--- src/rtl/conv_sequencer.sv ---
// Address and control sequencer for a valid-window 2-D convolution engine.
// Walks output positions (major) and filters (minor), driving one MAC pass per pair.
module conv_sequencer #(
    parameter int IMG_W  = 8,
    parameter int KSIZE  = 3,
    parameter int N_FILT = 2,
    localparam int OUT_W  = IMG_W - KSIZE + 1,
    localparam int NPOS   = OUT_W * OUT_W,
    localparam int NTAP   = KSIZE * KSIZE,
    localparam int PIX_AW = (IMG_W * IMG_W > 1) ? $clog2(IMG_W * IMG_W) : 1,
    localparam int WGT_AW = (N_FILT * NTAP > 1) ? $clog2(N_FILT * NTAP) : 1,
    localparam int FILT_W = (N_FILT > 1) ? $clog2(N_FILT) : 1,
    localparam int POS_W  = (NPOS > 1) ? $clog2(NPOS) : 1
) (
    input  logic              clk,
    input  logic              reset,
    input  logic              ena,
    input  logic              start,
    output logic [PIX_AW-1:0] pix_addr,
    output logic [WGT_AW-1:0] wgt_addr,
    output logic [FILT_W-1:0] filt_sel,
    output logic              mac_clr,
    output logic              mac_en,
    output logic              res_valid,
    input  logic              res_ready,
    output logic [POS_W-1:0]  res_pos,
    output logic              busy,
    output logic              done
);
    localparam int RC_W = (OUT_W > 1) ? $clog2(OUT_W) : 1;
    localparam int K_W  = (KSIZE > 1) ? $clog2(KSIZE) : 1;

    typedef enum logic [1:0] {IDLE, CLEAR, MAC, EMIT} state_t;

    state_t            state_q, state_d;
    logic [POS_W-1:0]  pos_q, pos_d;
    logic [FILT_W-1:0] filt_q, filt_d;
    // Output position kept as row/col so window addressing needs no divider.
    logic [RC_W-1:0]   row_q, row_d, col_q, col_d;
    logic [K_W-1:0]    trow_q, trow_d, tcol_q, tcol_d;
    logic              done_q, done_d;

    always_ff @(posedge clk) begin
        // NOTE: registers update with non-blocking assignments so every flop samples pre-edge values.
        if (reset) begin
            state_q <= IDLE;
            pos_q   <= '0;
            filt_q  <= '0;
            row_q   <= '0;
            col_q   <= '0;
            trow_q  <= '0;
            tcol_q  <= '0;
            done_q  <= 1'b0;
        end else begin
            state_q <= state_d;
            pos_q   <= pos_d;
            filt_q  <= filt_d;
            row_q   <= row_d;
            col_q   <= col_d;
            trow_q  <= trow_d;
            tcol_q  <= tcol_d;
            done_q  <= done_d;
        end
    end

    always_comb begin
        // NOTE: every *_d gets a hold default first, so no path can infer a latch.
        state_d = state_q;
        pos_d   = pos_q;
        filt_d  = filt_q;
        row_d   = row_q;
        col_d   = col_q;
        trow_d  = trow_q;
        tcol_d  = tcol_q;
        done_d  = done_q;
        if (ena) begin
            done_d = 1'b0;
            case (state_q)
                IDLE: begin
                    if (start) begin
                        state_d = CLEAR;
                        pos_d   = '0;
                        filt_d  = '0;
                        row_d   = '0;
                        col_d   = '0;
                        trow_d  = '0;
                        tcol_d  = '0;
                    end
                end
                CLEAR: begin
                    state_d = MAC;
                    trow_d  = '0;
                    tcol_d  = '0;
                end
                MAC: begin
                    if (tcol_q == K_W'(KSIZE - 1)) begin
                        tcol_d = '0;
                        if (trow_q == K_W'(KSIZE - 1)) begin
                            trow_d  = '0;
                            state_d = EMIT;
                        end else begin
                            trow_d = trow_q + K_W'(1);
                        end
                    end else begin
                        tcol_d = tcol_q + K_W'(1);
                    end
                end
                EMIT: begin
                    if (res_ready) begin
                        state_d = CLEAR;
                        if (filt_q != FILT_W'(N_FILT - 1)) begin
                            filt_d = filt_q + FILT_W'(1);
                        end else begin
                            filt_d = '0;
                            if (pos_q == POS_W'(NPOS - 1)) begin
                                state_d = IDLE;
                                done_d  = 1'b1;
                                pos_d   = '0;
                                row_d   = '0;
                                col_d   = '0;
                            end else begin
                                pos_d = pos_q + POS_W'(1);
                                if (col_q == RC_W'(OUT_W - 1)) begin
                                    col_d = '0;
                                    row_d = row_q + RC_W'(1);
                                end else begin
                                    col_d = col_q + RC_W'(1);
                                end
                            end
                        end
                    end
                end
                default: state_d = IDLE;
            endcase
        end
    end

    always_comb begin
        busy      = (state_q != IDLE);
        mac_clr   = (state_q == CLEAR) && ena;
        mac_en    = (state_q == MAC) && ena;
        res_valid = (state_q == EMIT);
        res_pos   = pos_q;
        filt_sel  = busy ? filt_q : '0;
        done      = done_q;
        pix_addr  = '0;
        wgt_addr  = '0;
        if (state_q == MAC) begin
            pix_addr = PIX_AW'((int'(row_q) + int'(trow_q)) * IMG_W + int'(col_q) + int'(tcol_q));
            wgt_addr = WGT_AW'(int'(filt_q) * NTAP + int'(trow_q) * KSIZE + int'(tcol_q));
        end
    end
endmodule
--- config.mk ---
export PLATFORM = sky130hd
export DESIGN_NAME = conv_sequencer
export DESIGN_NICKNAME = d
export VERILOG_FILES = /design/src/rtl/conv_sequencer.sv
export SDC_FILE = /design/constraint.sdc
export NUM_CORES = 1
export LEC_CHECK = 0
export BUFFER_PORTS_ARGS = -buffer_cell sky130_fd_sc_hd__buf_2
export CAP_MARGIN = 20
export CORE_AREA = 3 3 56 58
export DETAILED_ROUTE_END_ITERATION = 7
export DIE_AREA = 0 0 59 61
export PLACE_DENSITY = 0.92
export SLEW_MARGIN = 10
export SYNTH_ARGS = -nofsm -noshare
export SYNTH_HDL_FRONTEND = slang
export SYNTH_SLANG_ARGS = --single-unit
--- constraint.sdc ---
create_clock -name clk -period 4.3 [get_ports clk]
set_clock_uncertainty 0.1 [all_clocks]
set_input_delay 0.86 -clock clk [delete_from_list [all_inputs] [get_ports clk]]
set_output_delay 0.86 -clock clk [all_outputs]
set_load 0.01 [all_outputs]
==> flow_metrics.tcl, run 1 <==
set metrics [dict create \
    internal-power_mw 0.261 \
    die_h_um 61 \
    avgSynthCellArea_um2 8.55 \
    grt_pass1_vias 1191 \
    setup_viol_count_final 0 \
    cts_resized 0 \
    syn_inst 183 \
    worst_slack_ps 653 \
    tns_ps 0 \
    hold_path_class "flip-flop to flip-flop" \
    multiInputGateArea_um2 1070 \
    synth_async_sr_flop_share_pct 0 \
    fin_crit_ps 3650 \
    hold_buffers 0 \
    wl_per_cell_um 12.9 \
    htree_levels 1 \
    place_ws_ps 956 \
    io_buffers 27 \
    highest_layer "met4" \
    fmax_mhz 274 \
    p_seq_share_pct 53.0 \
    grt_overflow 0 \
    start_util_pct 57.8 \
    power.share.clock_pct 30.6 \
    leakage_nw 0.790 \
    cts_num_sinks 20 \
    min_period_over_period_pct 84.8 \
    final_core_util_pct 64.0 \
    path_class "flip-flop to primary output" \
    grt_max_degree 23 \
    synthAdderAreaFrac_pct 21.1 \
    path_clk_slew_ps 110 \
    final_nets 237 \
    drive_gt1_share_pct 17.4 \
    diodes 0 \
    grtUsageTotal_pct 17.9 \
    vias 1337 \
    ys_seq_area_share_pct 25.6 \
    drt-initial-drc-count 44 \
    fillCellCount 237 \
    start_kind "flip-flop" \
    slew_violations 0 \
    synth_compound_area_share_pct 15.7 \
    ys_ff_latch 20 \
    critPathRequiredTime_ps 3340 \
    comb_power_share_pct 16.5 \
    core_um2 2710 \
    synth_top_family_by_area "simple AND/OR/NAND/NOR gates" \
    mappedNetlistArea_um2 1570 \
    place_area_um2 1700 \
    synthMuxAreaShare_pct 1.36 \
    total_power_mw 0.360 \
    hold_violations 0 \
    netSwitchingFraction_pct 27.4 \
    post-dp-hpwl_um 2380 \
    synth_top_flop_cell "dfxtp_1" \
    yosysWarnings 0 \
    cts_buffers 3 \
    dr.pass1.iters 4 \
    post_cts_buffers 0 \
    viasPerCell 5.62 \
    area_growth_pct 10.8 \
    die_w_um 59 \
    die_area_um2 3600 \
    cp_max_fo 6 \
    cp.arrival_ps 2690 \
    grt_first_pass_wirelength_um 5020 \
    wl_met1_um 1440 \
    ios 28 \
    ir_drop_mv 0.203 \
    row_count 19 \
    tightest_slew_ps 1040 \
    design_area_um2 1730 \
    p_switching_mw 0.0985 \
    power_density_nw_per_um2 207 \
    ant_nets 0 \
    syn_nets 212 \
    routed_wl_um 3080 \
    clockRootBuffer "clkbuf_4" \
    cts_buffer_depth 2 \
    grt_setup_unrepaired "no" \
    clkLatencyLatePin_ps 300 \
    maxCapViolations 0 \
    antenna_found_initial 0 \
    cts_tree "built" \
    synth_cell_types 45 \
    cp-end-kind "primary output" \
    synth_edf_count 0 \
    regArea_um2 400 \
    status "completed" \
    synthSimpleGateAreaFrac_pct 26.6 \
    synth-xor-area-share_pct 3.36 \
    met3_length_um 131 \
    drcViolationCount 0 \
    gp_congestion 0.791 \
    maxSlewHeadroom_pct 30.7 \
    met2WireLength_um 1470 \
]
## sequential cells by signal (all words and copies together) (netlist names)
register,cells
res_pos,6
col_q,3
row_q,3
state_q,2
tcol_q,2
trow_q,2
done,1
filt_q,1
## through the flow
stage | cells | hold WS [ps]
after CTS | 238 | 393
after floorplan | 183 | 374
after global placement | 234 | 354
after global routing | 238 | 422
after detailed placement | 234 | 365
final | 238 | 393
## power groups by stage
stage | clock network, mW | registers [mW] | logic, mW
after global routing | 0.117 | 0.191 | 0.0661
final | 0.110 | 0.190 | 0.0593
after global placement | 0 | 0.195 | 0.0577
after detailed placement | 0 | 0.195 | 0.0593
after floorplan | 0 | 0.194 | 0.0456
after CTS | 0.110 | 0.190 | 0.0595
## layout make-up
type,count,share of cell area (%)
flip-flops and latches,20,23.1
multi-input cells,141,61.5
clock buffers,4,2.09
repair buffers,27,7.79
inverters,15,3.25
well taps,31,2.24
## cell families after synthesis
group	Yosys count
AOI/OAI and AO/OA	38
xor gates and xnor gates	6
adders and majority gates	24
buffers and inverters	22
DFF	20
muxes	2
and+or+nand+nor	71
## cell usage in the layout, fill, tap and decap left out, drive strengths merged, types with 6 or more instances in the layout
cell type / n
o21ai: 6
inv: 15
ha: 20
nor2: 16
nand3: 11
buf: 27
nand2: 8
a21oi: 15
dfxtp: 20
and2: 8
## path summary, 6_finish.rpt
| check | start | end | slack, ps | depth (start not counted) |
|---|---|---|---|---|
| worst max-delay path | trow_q[0] | wgt_addr[3] | 650 | 10 |
| worst min register to register | done | done | 390 | 2 |
| worst max register to register | state_q[1] | row_q[1] | 1830 | 5 |
| worst min-delay path | done | done | 390 | 2 |
## layer usage
metal	vias up	global-route usage [%]
met5	-	0
met4	0	7.44
met3	4	1.91
met2	33	31.2
met1	603	22.4
li1	697	-
## critical path, stage by stage (launching register included)
cell     delay [ps]
dfxtp_1         440
inv_1           120
ha_1            300
inv_1            50
fa_1            490
inv_1            40
ha_1            210
fa_1            390
xnor2_1         170
nor2_1           50
buf_2           140
## cell usage after synthesis, types with 2 or more instances
cell type,n,share of area (%)
a32oi_1,2,1.1
or2b_1,2,0.96
inv_1,15,3.6
clkbuf_1,2,0.48
o21ai_0,6,1.9
dfxtp_1,20,26
and3_1,3,1.2
a21o_1,2,0.96
xor2_1,2,1.1
nor2_1,16,3.8
nand4b_1,3,1.7
and2_1,8,3.2
ha_1,20,16
o32ai_1,2,1.1
xnor2_1,4,2.2
nand2b_1,4,1.6
buf_2,3,0.96
and4b_1,2,1.3
nor2b_1,3,1.2
nand2_1,8,1.9
nand4_1,2,0.80
a31oi_1,4,1.6
fa_1,4,5.1
nand3_1,11,3.5
a21oi_1,15,4.8
No activity file was read; power rests on OpenSTA's default activity.
==> inputs of run 2 (changes only) <==
--- a/config.mk
+++ b/config.mk
@@ -5,12 +5,13 @@
 export SDC_FILE = /design/constraint.sdc
 export NUM_CORES = 1
 export LEC_CHECK = 0
+export ABC_AREA = 1
 export BUFFER_PORTS_ARGS = -buffer_cell sky130_fd_sc_hd__buf_2
 export CAP_MARGIN = 20
-export CORE_AREA = 3 3 56 58
+export CORE_AREA = 3 3 58 60
 export DETAILED_ROUTE_END_ITERATION = 7
-export DIE_AREA = 0 0 59 61
-export PLACE_DENSITY = 0.92
+export DIE_AREA = 0 0 61 63
+export PLACE_DENSITY = 0.87
 export SLEW_MARGIN = 10
 export SYNTH_ARGS = -nofsm -noshare
 export SYNTH_HDL_FRONTEND = slang
==> constraint.sdc (replaced) <==
create_clock -name clk -period 3.8 [get_ports clk]
set_clock_uncertainty 0.1 [all_clocks]
set_input_delay 0.76 -clock clk [delete_from_list [all_inputs] [get_ports clk]]
set_output_delay 0.76 -clock clk [all_outputs]
set_load 0.01 [all_outputs]
==> run 2 against run 1 <==
Utilization is 4.3 points lower. Sequential share of layout area down 0.57 points. First-iteration DRC count increased by 39%. Sequential power rose by 29%. Critical path depth did not move. Area after synthesis grew 0.88%. Register-to-register slack got worse by 30 ps. Sequential cell count stayed put. Critical path type unchanged. Global-route usage increased by 1.1 points. Clock power grew 59%.
==> flow_metrics.tcl, run 2 <==
set metrics [dict create \
    diodes 0 \
    cts_num_sinks 20 \
    drcViolationCount 0 \
    fillCellCount 288 \
    clockRootBuffer "clkbuf_4" \
    critPathBufInv 4 \
    slowest_stage "fa_1" \
    design_area_um2 1780 \
    mappedNetlistArea_um2 1580 \
    cts_buffers 3 \
    hold_buffers 0 \
    grt_pass1_vias 1345 \
    wl_per_cell_um 11.3 \
    syn_nets 260 \
    row_count 20 \
    hold_violations 0 \
    power_density_nw_per_um2 363 \
    hold_path_class "flip-flop to flip-flop" \
    total_power_mw 0.646 \
    regArea_um2 400 \
    setup_viol_count_final 0 \
    htree_levels 1 \
    multiInputGateArea_um2 1000 \
    maxSlewHeadroom_pct 64.6 \
    gp_congestion 0.843 \
    yosysWarnings 0 \
    clkLatencyLatePin_ps 310 \
    grt_max_degree 16 \
    final_nets 288 \
    cp_max_fo 6 \
    synth_largest_area_cell "dfxtp_1" \
    layout.cells.most_common "nand2_1" \
    slowest_delay_ps 500 \
    grt_setup_unrepaired "no" \
    synth_top_flop_cell "dfxtp_1" \
    status "completed" \
    ir_drop_mv 0.314 \
    tns_ps 0 \
    ant_nets 0 \
    cts_tree "built" \
    fin_cells 291 \
    layout_common_cells "51 x nand2_1, 37 x inv_1, 28 x nor2_1" \
    start_util_pct 53.0 \
    place_area_um2 1730 \
    yosys.area.top_type_share_pct 25.4 \
    tightest_slew_ps 532 \
    synth_commonest_cells "51 x nand2_1, 37 x inv_1, 28 x nor2_1" \
    syn_inst 231 \
    grt_first_pass_wirelength_um 5750 \
    cts_buffer_depth 2 \
    antenna_found_initial 0 \
    min_period_over_period_pct 93.3 \
    routed_wl_um 3290 \
    grtUsageTotal_pct 19.0 \
    synth_cell_types 26 \
    ys_ff_latch 20 \
    maxCapViolations 0 \
    vias 1484 \
    core_um2 2980 \
    grt_overflow 0 \
    die_area_um2 3840 \
    start_kind "flip-flop" \
    synth_edf_count 0 \
    path_class "flip-flop to primary output" \
    path_clk_slew_ps 120 \
    critPathRequiredTime_ps 2940 \
    cpMostUsedCell "inv_1" \
    die_w_um 61 \
    placed_cells 287 \
    yosysMostFrequentCell "nand2_1" \
    die_h_um 63 \
    post_cts_buffers 0 \
    drive_gt1_share_pct 16.3 \
    slew_violations 0 \
    drt-initial-drc-count 61 \
    avgSynthCellArea_um2 6.84 \
    dr.pass1.iters 4 \
    synth_area_leaders "dfxtp_1 25%, ha_1 16%, nand2_1 12%, inv_1 8.8%, nor2_1 6.7%" \
    post-dp-hpwl_um 2530 \
    fin_crit_ps 3550 \
    cp_top_family "adder cells" \
    io_buffers 27 \
    leakage_nw 0.941 \
    fmax_mhz 282 \
    worstPathCellList "inv_1 -> ha_1 -> inv_1 -> fa_1 -> inv_1 -> ha_1 -> fa_1 -> xnor2_1 -> nor2_1 -> buf_2" \
    ys_seq_area_share_pct 25.4 \
    area_growth_pct 12.6 \
    final_core_util_pct 59.7 \
    synth_async_sr_flop_share_pct 0 \
    ios 28 \
    viasPerCell 5.10 \
    largest_register_ffs 6 \
    cts_resized 0 \
    cp-end-kind "primary output" \
    cp.arrival_ps 2690 \
]
run 2: cell count changes in the layout (fill, tap and decap cells not counted), sizes merged, moves of 3 or more:
cell    previous run  this run
nor3               1         4
nor2b              3         0
nand4b             4         0
o21ai              6        11
xnor2              4         1
and3               3         0
inv               15        39
nor2              16        33
nand2b             5         0
a21oi             15        19
and2               8         0
a31oi              4         1
nand2              8        53
run 2: layout make-up:
class                   count  area share, %
clock buffers               3           1.27
clock inverters             1           1.69
inverters                  39           8.23
multi-input cells         168           56.4
flip-flops and latches     20           22.5
well taps                  33           2.32
repair buffers             27           7.60
run 2: path summary, 6_finish.rpt:
check / from / slack, ps / cells after the start / end
setup / recovery: trow_q[0] / 250 / 10 / wgt_addr[3]
hold / removal: res_pos[1] / 430 / 2 / res_pos[1]
setup reg to reg: state_q[0] / 1800 / 7 / state_q[1]
hold reg to reg: res_pos[1] / 430 / 2 / res_pos[1]
run 2: worst register-to-register path, delay by kind of cell (launching register included):
kind / cells / cell delay (ps)
flops: 1 / 370
buf+inv: 2 / 320
fa+ha+maj: 1 / 500
simple gates: 2 / 160
compound gates: 2 / 450
run 2: metal layers:
metal,track usage [%],wire length (um),vias to the layer above
met4,5.69,45,0
met2,30.7,1550,31
li1,-,-,787
met3,1.86,111,5
met1,26.0,1580,661
met5,0,0,-
run 2: per-stage QoR:
stage | hold slack [ps] | worst slack, ps
floorplan | 377 | 751
global placement | 395 | 667
detailed placement | 409 | 573
CTS | 429 | 238
global route | 466 | 72.9
finish | 428 | 253
run 2: logic make-up (layout without fill, tap and decap cells):
| kind of cell | after synthesis | after routing | synth area share [%] |
|---|---|---|---|
| simple gates | 108 | 108 | 29.6 |
| buf+inv | 43 | 70 | 11.2 |
| compound gates | 33 | 33 | 11.3 |
| fa+ha+maj | 24 | 24 | 20.9 |
| flops | 20 | 20 | 25.4 |
| xor+xnor | 3 | 3 | 1.66 |
run 2: report_power, final:
| part | internal, mW | switching, mW |
|---|---|---|
| Sequential | 0.225 | 0.0202 |
| Clock | 0.107 | 0.0688 |
| Combinational | 0.0795 | 0.146 |
| Total | 0.411 | 0.235 |
==> inputs of run 3 (changes only) <==
--- a/config.mk
+++ b/config.mk
@@ -8,11 +8,12 @@
 export ABC_AREA = 1
 export BUFFER_PORTS_ARGS = -buffer_cell sky130_fd_sc_hd__buf_2
 export CAP_MARGIN = 20
-export CORE_AREA = 3 3 58 60
+export CORE_AREA = 3 3 56 58
 export DETAILED_ROUTE_END_ITERATION = 7
-export DIE_AREA = 0 0 61 63
-export PLACE_DENSITY = 0.87
+export DIE_AREA = 0 0 59 61
+export PLACE_DENSITY = 0.93
 export SLEW_MARGIN = 10
 export SYNTH_ARGS = -nofsm -noshare
 export SYNTH_HDL_FRONTEND = slang
 export SYNTH_SLANG_ARGS = --single-unit
+export TNS_END_PERCENT = 30
==> constraint.sdc (replaced) <==
create_clock -name clk -period 4.1 [get_ports clk]
set_clock_uncertainty 0.1 [all_clocks]
set_input_delay 0.82 -clock clk [delete_from_list [all_inputs] [get_ports clk]]
set_output_delay 0.82 -clock clk [all_outputs]
set_load 0.01 [all_outputs]
==> run 3 against run 2 <==
Combinational power shrank 6%. Sequential power down 7%. Worst setup slack improved by 180 ps. Worst hold slack got worse by 19 ps. Sequential share of layout area about the same.
==> flow_metrics.tcl, run 3 (synthesized netlist as in run 2, its figures left out) <==
set metrics [dict create \
    cp_max_fo 6 \
    min_period_over_period_pct 89.3 \
    worstPathCellList "inv_1 -> ha_1 -> inv_1 -> fa_1 -> inv_1 -> ha_1 -> fa_1 -> xnor2_1 -> nor2_1 -> buf_2" \
    grt.met3_usage_pct 2.55 \
    cts_num_sinks 20 \
    tns_ps 0 \
    layout.cells.most_common "nand2_1" \
    start_kind "flip-flop" \
    maxCapViolations 0 \
    cpMostUsedCell "inv_1" \
    met2_usage_pct 39.4 \
    io_buffers 27 \
    cts_buffer_depth 2 \
    post_cts_buffers 0 \
    place_ws_ps 799 \
    total_power_mw 0.605 \
    htree_levels 1 \
    viasPerCell 5.23 \
    p_seq_share_pct 37.8 \
    ant_nets 0 \
    drcViolationCount 0 \
    hold_buffers 0 \
    post-dp-hpwl_um 2700 \
    fin_crit_ps 3660 \
    power.share.clock_pct 27.2 \
    drt-initial-drc-count 101 \
    path_clk_slew_ps 120 \
    area_growth_pct 12.4 \
    cts_tree "built" \
    final_nets 288 \
    status "completed" \
    grt_overflow 0 \
    tightest_slew_ps 575 \
    ir_drop_mv 0.258 \
    row_count 19 \
    clockRootBuffer "clkbuf_4" \
    busiest_layer "met2" \
    leakage_nw 0.941 \
    die_area_um2 3600 \
    layout_common_cells "51 x nand2_1, 37 x inv_1, 28 x nor2_1" \
    grtUsageMet1_pct 26.6 \
    ios 28 \
    grt_pass1_vias 1370 \
    grtUsageTotal_pct 21.6 \
    cp.arrival_ps 2740 \
    grt_setup_unrepaired "no" \
    cp_top_family "adder cells" \
    wl_per_cell_um 12.1 \
    cp-end-kind "primary output" \
    cts_resized 0 \
    power_density_nw_per_um2 341 \
    hold_violations 0 \
    hold_path_class "flip-flop to flip-flop" \
    critPathRequiredTime_ps 3180 \
    fmax_mhz 273 \
    antenna_found_initial 0 \
    largest_register_ffs 6 \
    slew_violations 0 \
    die_h_um 61 \
    die_w_um 59 \
    routed_wl_um 3490 \
    design_area_um2 1780 \
    comb_power_share_pct 35.0 \
    cts_buffers 3 \
    vias 1512 \
    maxSlewHeadroom_pct 61.7 \
    gp_congestion 0.820 \
    setup_viol_count_final 0 \
    start_util_pct 58.3 \
    drive_gt1_share_pct 16.3 \
    place_area_um2 1720 \
    slowest_delay_ps 510 \
    diodes 0 \
    grt_first_pass_wirelength_um 6070 \
    p_switching_mw 0.222 \
    dr.pass1.iters 5 \
    worst_slack_ps 437 \
    path_class "flip-flop to primary output" \
    netSwitchingFraction_pct 36.8 \
    slowest_stage "fa_1" \
    clkLatencyLatePin_ps 310 \
    internal-power_mw 0.382 \
    critPathBufInv 4 \
    core_um2 2710 \
    grt_max_degree 16 \
]
-- run 3: path summary, 6_finish.rpt --
| kind | start | endpoint | slack (ps) | depth (start not counted) |
|---|---|---|---|---|
| min | res_pos[1] | res_pos[1] | 410 | 2 |
| min reg2reg | res_pos[1] | res_pos[1] | 410 | 2 |
| max | trow_q[0] | wgt_addr[3] | 440 | 10 |
| max reg2reg | state_q[0] | state_q[1] | 2070 | 7 |
-- run 3: worst reg2reg max path: stages (launching register included) --
cell and delay, ps:
dfxtp_1 370, inv_1 110, ha_1 530, inv_1 200, o21ai_0 290, nor2_1 120, o21ai_0 160, nor2_1 50
-- run 3: final cells by class --
cell class | instances | area, um2
flip-flops and latches | 20 | 400
repair buffers | 27 | 135
inverters | 39 | 146
well taps | 31 | 38.8
clock inverters | 1 | 30.0
clock buffers | 3 | 22.5
multi-input cells | 168 | 1000
fillers | 265 | 935
-- run 3: metrics by stage --
stage | hold slack (ps) | util [%] | std cells
CTS | 411 | 65.5 | 289
finish | 409 | 65.5 | 289
floorplan | 377 | - | 231
detailed placement | 393 | 63.6 | 285
global route | 449 | 65.5 | 289
global placement | 391 | 63.6 | 285
-- run 3: power groups by stage --
stage               clock network, mW  logic [mW]  registers (mW)
finish                          0.164       0.212           0.228
global route                    0.175       0.245           0.231
CTS                             0.167       0.213           0.228
detailed placement                  0       0.209           0.232
global placement                    0       0.202           0.231
floorplan                           0       0.162           0.228
-- run 3: layer usage --
metal / up-vias / routed length (um)
met1: 677 / 1570
met3: 5 / 156
li1: 783 / -
met4: 0 / 34
met2: 47 / 1730
met5: - / 0
